File: config.mk
export PLATFORM = sky130hd
export DESIGN_NAME = xor_parity_debounce
export DESIGN_NICKNAME = d
export VERILOG_FILES = /design/src/rtl/xor_demo_pkg.sv /design/src/rtl/sw_debounce.sv /design/src/rtl/xor_parity_debounce.sv
export SDC_FILE = /design/constraint.sdc
export NUM_CORES = 1
export LEC_CHECK = 0
export ABC_AREA = 1
export BUFFER_PORTS_ARGS = -buffer_cell sky130_fd_sc_hd__buf_2
export CORE_MARGIN = 2
export CORE_UTILIZATION = 63
export CTS_CLUSTER_DIAMETER = 100
export DETAILED_ROUTE_END_ITERATION = 6
export GPL_TIMING_DRIVEN = 1
export PLACE_DENSITY = 0.8
export SYNTH_ARGS = -nofsm -noshare
export SYNTH_HDL_FRONTEND = slang
export SYNTH_SLANG_ARGS = --single-unit
File: constraint.sdc
create_clock -name MAX10_CLK1_50 -period 7.6 [get_ports MAX10_CLK1_50]
set_input_delay 0.38 -clock MAX10_CLK1_50 [delete_from_list [all_inputs] [get_ports MAX10_CLK1_50]]
set_output_delay 0.38 -clock MAX10_CLK1_50 [all_outputs]
set_load 0.01 [all_outputs]
File: src/rtl/xor_demo_pkg.sv
// Shared constants for the switch-parity demo: debounce lengths and MODE encoding.
package xor_demo_pkg;

   localparam int DEBOUNCE_DEFAULT = 500000;  // 10 ms at 50 MHz
   localparam int SIM_DEBOUNCE     = 4;

   localparam logic MODE_LIVE   = 1'b0;
   localparam logic MODE_TOGGLE = 1'b1;

endpackage

File: src/rtl/sw_debounce.sv
// One switch channel: 2-flop synchroniser, persistence counter and stable flop.
// rise_o is a one-cycle pulse registered on the same edge that stable_o goes 0->1.
module sw_debounce
   import xor_demo_pkg::*;
#(
   parameter int DEBOUNCE_CYCLES = DEBOUNCE_DEFAULT,
   parameter int CNT_W           = $clog2(DEBOUNCE_CYCLES)
) (
   input  logic clk_i,
   input  logic rst_i,
   input  logic sw_i,
   output logic stable_o,
   output logic rise_o
);

   localparam logic [CNT_W-1:0] CNT_LAST = CNT_W'(DEBOUNCE_CYCLES - 1);

   logic             sync1_q, sync2_q;
   logic             stable_q, stable_d;
   logic             rise_q, rise_d;
   logic [CNT_W-1:0] cnt_q, cnt_d;

   // Any cycle where the input agrees with stable restarts the count, so glitches shorter
   // than DEBOUNCE_CYCLES never reach stable.
   always_comb begin
      stable_d = stable_q;
      rise_d   = 1'b0;
      cnt_d    = cnt_q + CNT_W'(1);
      if (sync2_q == stable_q) begin
         cnt_d = '0;
      end else if (cnt_q == CNT_LAST) begin
         stable_d = sync2_q;
         rise_d   = sync2_q & ~stable_q;
         cnt_d    = '0;
      end
   end

   always_ff @(posedge clk_i or posedge rst_i) begin
      if (rst_i) begin
         sync1_q  <= 1'b0;
         sync2_q  <= 1'b0;
         stable_q <= 1'b0;
         rise_q   <= 1'b0;
         cnt_q    <= '0;
      end else begin
         sync1_q  <= sw_i;
         sync2_q  <= sync1_q;
         stable_q <= stable_d;
         rise_q   <= rise_d;
         cnt_q    <= cnt_d;
      end
   end

   assign stable_o = stable_q;
   assign rise_o   = rise_q;

endmodule

File: src/rtl/xor_parity_debounce.sv
// Debounced N-switch parity: live XOR of the switches, or toggle-on-rising-edge accumulate.
// Optional PARITY transition counter enabled by defining XOR_EDGE_CNT_EN.
module xor_parity_debounce
   import xor_demo_pkg::*;
#(
   parameter int N_SW            = 10,
   parameter int DEBOUNCE_CYCLES = DEBOUNCE_DEFAULT
) (
   input  logic            MAX10_CLK1_50,
   input  logic            RESET,
   input  logic [N_SW-1:0] SW,
   input  logic            MODE,
   output logic [N_SW-1:0] LEDR,
   output logic            PARITY,
   output logic [7:0]      CHANGE_CNT
);

   localparam int CNT_W = $clog2(DEBOUNCE_CYCLES);

   logic [N_SW-1:0] stable;
   logic [N_SW-1:0] rise;
   logic            mode_s1_q, mode_s2_q;
   logic            parity_q, parity_d;

   for (genvar i = 0; i < N_SW; i++) begin : g_ch
      sw_debounce #(
         .DEBOUNCE_CYCLES(DEBOUNCE_CYCLES),
         .CNT_W          (CNT_W)
      ) u_db (
         .clk_i   (MAX10_CLK1_50),
         .rst_i   (RESET),
         .sw_i    (SW[i]),
         .stable_o(stable[i]),
         .rise_o  (rise[i])
      );
   end

   // XOR-reducing rise makes simultaneous rising edges cancel pairwise.
   always_comb begin
      parity_d = ^stable;
      if (mode_s2_q == MODE_TOGGLE) parity_d = parity_q ^ (^rise);
   end

   always_ff @(posedge MAX10_CLK1_50 or posedge RESET) begin
      if (RESET) begin
         mode_s1_q <= MODE_LIVE;
         mode_s2_q <= MODE_LIVE;
         parity_q  <= 1'b0;
      end else begin
         mode_s1_q <= MODE;
         mode_s2_q <= mode_s1_q;
         parity_q  <= parity_d;
      end
   end

   assign LEDR   = stable;
   assign PARITY = parity_q;

`ifdef XOR_EDGE_CNT_EN
   logic [7:0] chg_cnt_q, chg_cnt_d;

   always_comb chg_cnt_d = chg_cnt_q + 8'(parity_d != parity_q);

   always_ff @(posedge MAX10_CLK1_50 or posedge RESET) begin
      if (RESET) chg_cnt_q <= 8'h00;
      else       chg_cnt_q <= chg_cnt_d;
   end

   assign CHANGE_CNT = chg_cnt_q;
`else
   assign CHANGE_CNT = 8'h00;
`endif

endmodule

==> summary.md <==
| Metric | Value |
|---|---|
| Status | finished clean |
| Crit-path max FO | 6 |
| Detailed Place HPWL | around 20000 µm |
| Net Sw Power | ~570 µW |
| Site Rows | 52 |
| Int Pwr | approximately 2100 µW |
| Worst Setup Start Kind | flop |
| Residual DRC count | 0 |
| Synthesized area per cell | between 7 and 8 µm² |
| Placed Area | 13400 µm² |
| Syn. warnings | 0 |
| Synth Instances | 1751 |
| Worst Max-Slew Pin Slew | 1.02 ns |
| Io pins | 32 |
| Resized cells post-CTS | 0 |
| IO buf count | 23 |
| Synth top area cells | dfrtp_1, nand2_1, nor2_1 |
| Post-synth EDFFs | 0 |
| Peak Freq | ~560 MHz |
| Overflow after GRT | 0 |
| Switching part of the total | a little over a fifth |
| Top_reg_cell synth | dfrtp_1 |
| Sequential share of power | 48.1% |
| Final worst-path cycle share | roughly a quarter |
| Most frequent cells after synthesis | nand2_1, nor2_1, dfrtp_1 |
| Hold slack | approximately 0.094 ns |
| DRT Pass-1 Iters | 5 |
| Max_cap viols | 0 |
| Setup Skew | between 0.01 and 0.015 ns |
| Clk pwr share | around half |
| CTS root buffer | clkbuf_16 |
| Post-CTS setup buffer count | 0 |
| Static Leak | approximately 0.0061 µW |
| GRT Total Usage | roughly a quarter |
| Crit path from | g_ch[9].u_db.cnt_q[0]$_DFF_PP0_ |
| Slack of the worst reg-to-reg path | 5.80 ns |
| Initial core utilization | approximately 65% |
| RSZ-0062 raised after global routing | false |
| Worst-Skew Late Latency | around 0.5 ns |
| Clock sink total | roughly 230 |
| Mapped cell area | roughly 13000 µm² |
| Synth area leader | dfrtp_1 |
| Clock Path Buffers | 3 |
| Crit path required time | 8.00 ns |
| CP endpoint | g_ch[9].u_db.stable_o$_DFFE_PP0P_ |
| Vias | 11210 |
| CTS tree | yes |
| Post-synth ARST share | 100% |
| Yosys reg bits | approximately 230 |
| Wire per inst | between 10 and 15 µm |
| Clock-pin slew on the worst setup and hold paths | 0.06 ns |
| Synth cell types | 36 |
| Iter 0 DRT Violations | approximately 570 |
| CTS H-tree depth | 1 |
| Area grow syn2layout | 9.78% |
| First-pass GRT wire length | 47800 µm |
| GP Congestion | 0.933 |
| Largest net degree at the start of global routing | roughly 150 |
| Final Max Slew Viols | 0 |
| Final worst path period need | about 1.8 ns |
| HP Class | in -> async |
| Crit end category | flop |
| Logic pwr share | under 10% |
| WP data arrival | between 2 and 2.5 ns |
| Register area share after synthesis | ~45% |
| Vias in the first global route | about 10000 |
| Die height | ~150 µm |
| Core Region | slightly above 20000 µm² |
| Count leader, synth | nand2_1 |
| Hold Violations, Final | 0 |
| Top cell type's share of synthesized area | between 40 and 50% |
| Kind of critical path | reg -> reg |
| Final #Nets | ~1800 |
| Via/cell ratio | ~5.4 |
| Fin Setup TNS | 0 ns |
| Max_slew headroom | about a third |
| Total Wirelength | about 28000 µm |
| Die width | about 150 µm |
| Antenna Nets Post-Route | 0 |
| Layout cells sized above 1 | under 10% |
| Antenna Diode Count | 0 |
| Worst IR Drop VDD | 0.215 mV |
| Die area | 22000 µm² |
| FF-to-FF Start | g_ch[9].u_db.cnt_q[0]$_DFF_PP0_ |
| Setup violations, final | 0 |
| RR Endpoint | g_ch[9].u_db.stable_o$_DFFE_PP0P_ |
| Design area | ~14000 µm² |
| Num CTS Buffers | 25 |
| Worst Reg-to-Reg Cells | 6 |
| Initial antenna violation count | 0 |
| P per Cell Area | ~180 nW/µm² |
[critical path: stages, from the launching register on]
cell and delay, ns:
dfrtp_1 0.40, ha_1 0.26, nand2_1 0.11, nor2_1 0.25
nand4_1 0.35, o21ai_0 0.26, nand2_1 0.07
[sequential cells by signal, summed over array words and instances, names as in the netlist]
register,flops
g_ch.u_db.sync1_q,10
g_ch.u_db.rise_o,10
g_ch.u_db.sync2_q,10
mode_s1_q,1
g_ch.u_db.stable_o,10
mode_s2_q,1
g_ch.u_db.cnt_q,190
PARITY,1
[cells by family after synthesis]
kind of cell / after synthesis / share of synthesized area (%)
and+or+nand+nor: 1115 / 38.0
buffers and inverters: 241 / 7.50
DFF: 233 / 44.5
xor gates and xnor gates: 84 / 5.62
AOI/OAI and AO/OA: 57 / 2.41
adders and majority gates: 20 / 1.91
other: 1 / 0.0286
[per-stage QoR]
stage / cells / power [µW] / utilization (%) / worst slack [ns]
6_report: 2073 / 2660 / 70.8 / 5.80
5_1_grt: 2073 / 2760 / 70.8 / 5.46
4_1_cts: 2073 / 2690 / 70.8 / 5.73
3_5_place_dp: 2017 / 1380 / 65.9 / 5.17
3_3_place_gp: 2017 / 1380 / 65.9 / 5.22
2_1_floorplan: 1758 / 1360 / - / 0.830
[routing by layer]
metal | share of wire (%) | vias to the layer above | track usage, % | wire length [µm]
li1 | - | 5627 | - | -
met2 | 47 | 293 | 42.7 | 13000
met3 | 5.0 | 40 | 3.34 | 1380
met4 | 1.8 | 0 | 5.48 | 508
met5 | 0 | - | 0 | 0
met1 | 46 | 5250 | 36.9 | 12800
[power by group through the flow]
stage | Combinational (µW) | Clock [µW] | Sequential, µW
floorplan | 64.4 | 0 | 1300
global route | 101 | 1380 | 1280
global placement | 81.2 | 0 | 1300
CTS | 89.2 | 1320 | 1280
detailed placement | 84.3 | 0 | 1300
finish | 86.4 | 1290 | 1280
[repair_timing]
| item | in CTS | in global routing |
|---|---|---|
| hold endpoints to repair | 11 | 0 |
| hold buffers | 11 | 0 |
| endpoints found under the setup margin | 0 | 0 |
[how the worst min path moves through the flow]
stage / end / slack, ns / cells after the start / start
3_5_place_dp: g_ch[1].u_db.sync2_q$_DFF_PP0_ / 0.34 / 0 / g_ch[1].u_db.sync1_q$_DFF_PP0_
6_report: g_ch[4].u_db.cnt_q[9]$_DFF_PP0_ / 0.09 / 2 / RESET
2_1_floorplan: g_ch[0].u_db.sync2_q$_DFF_PP0_ / 0.33 / 0 / g_ch[0].u_db.sync1_q$_DFF_PP0_
3_3_place_gp: g_ch[0].u_db.sync2_q$_DFF_PP0_ / 0.33 / 0 / g_ch[0].u_db.sync1_q$_DFF_PP0_
4_1_cts: g_ch[4].u_db.cnt_q[11]$_DFF_PP0_ / 0.16 / 2 / RESET
5_1_grt: g_ch[4].u_db.cnt_q[9]$_DFF_PP0_ / 0.21 / 2 / RESET
[layout make-up]
cell class	count	area [µm²]
Clock buffer	35	733
Clock inverter	10	153
Fill cell	1649	5920
Inverter	206	781
Multi-Input combinational cell	1284	6310
Sequential cell	233	5830
Tap cell	270	338
Timing Repair Buffer	35	233
[layout by cell type (no fill, tap or decap), types with 3 or more instances in the layout]
master / n
conb_1: 8
o21bai_1: 4
buf_2: 23
nor3_2: 13
nor2_2: 11
o21a_1: 3
xnor2_1: 13
nor3_1: 58
clkbuf_1: 3
nand2_2: 13
nor2_1: 375
ha_1: 20
nand4_1: 72
nor3b_1: 19
o21ai_0: 18
and2_1: 4
nand3_1: 134
a21oi_1: 26
dlygate4sd3_1: 11
nand3b_1: 15
clkbuf_16: 25
inv_1: 203
clkbuf_8: 7
bufinv_16: 4
xor2_1: 71
nand2_1: 386
clkinv_2: 5
dfrtp_1: 233
nor2_4: 3
nor3b_2: 3
or2_2: 3
No activity file was read; power rests on OpenSTA's default activity.
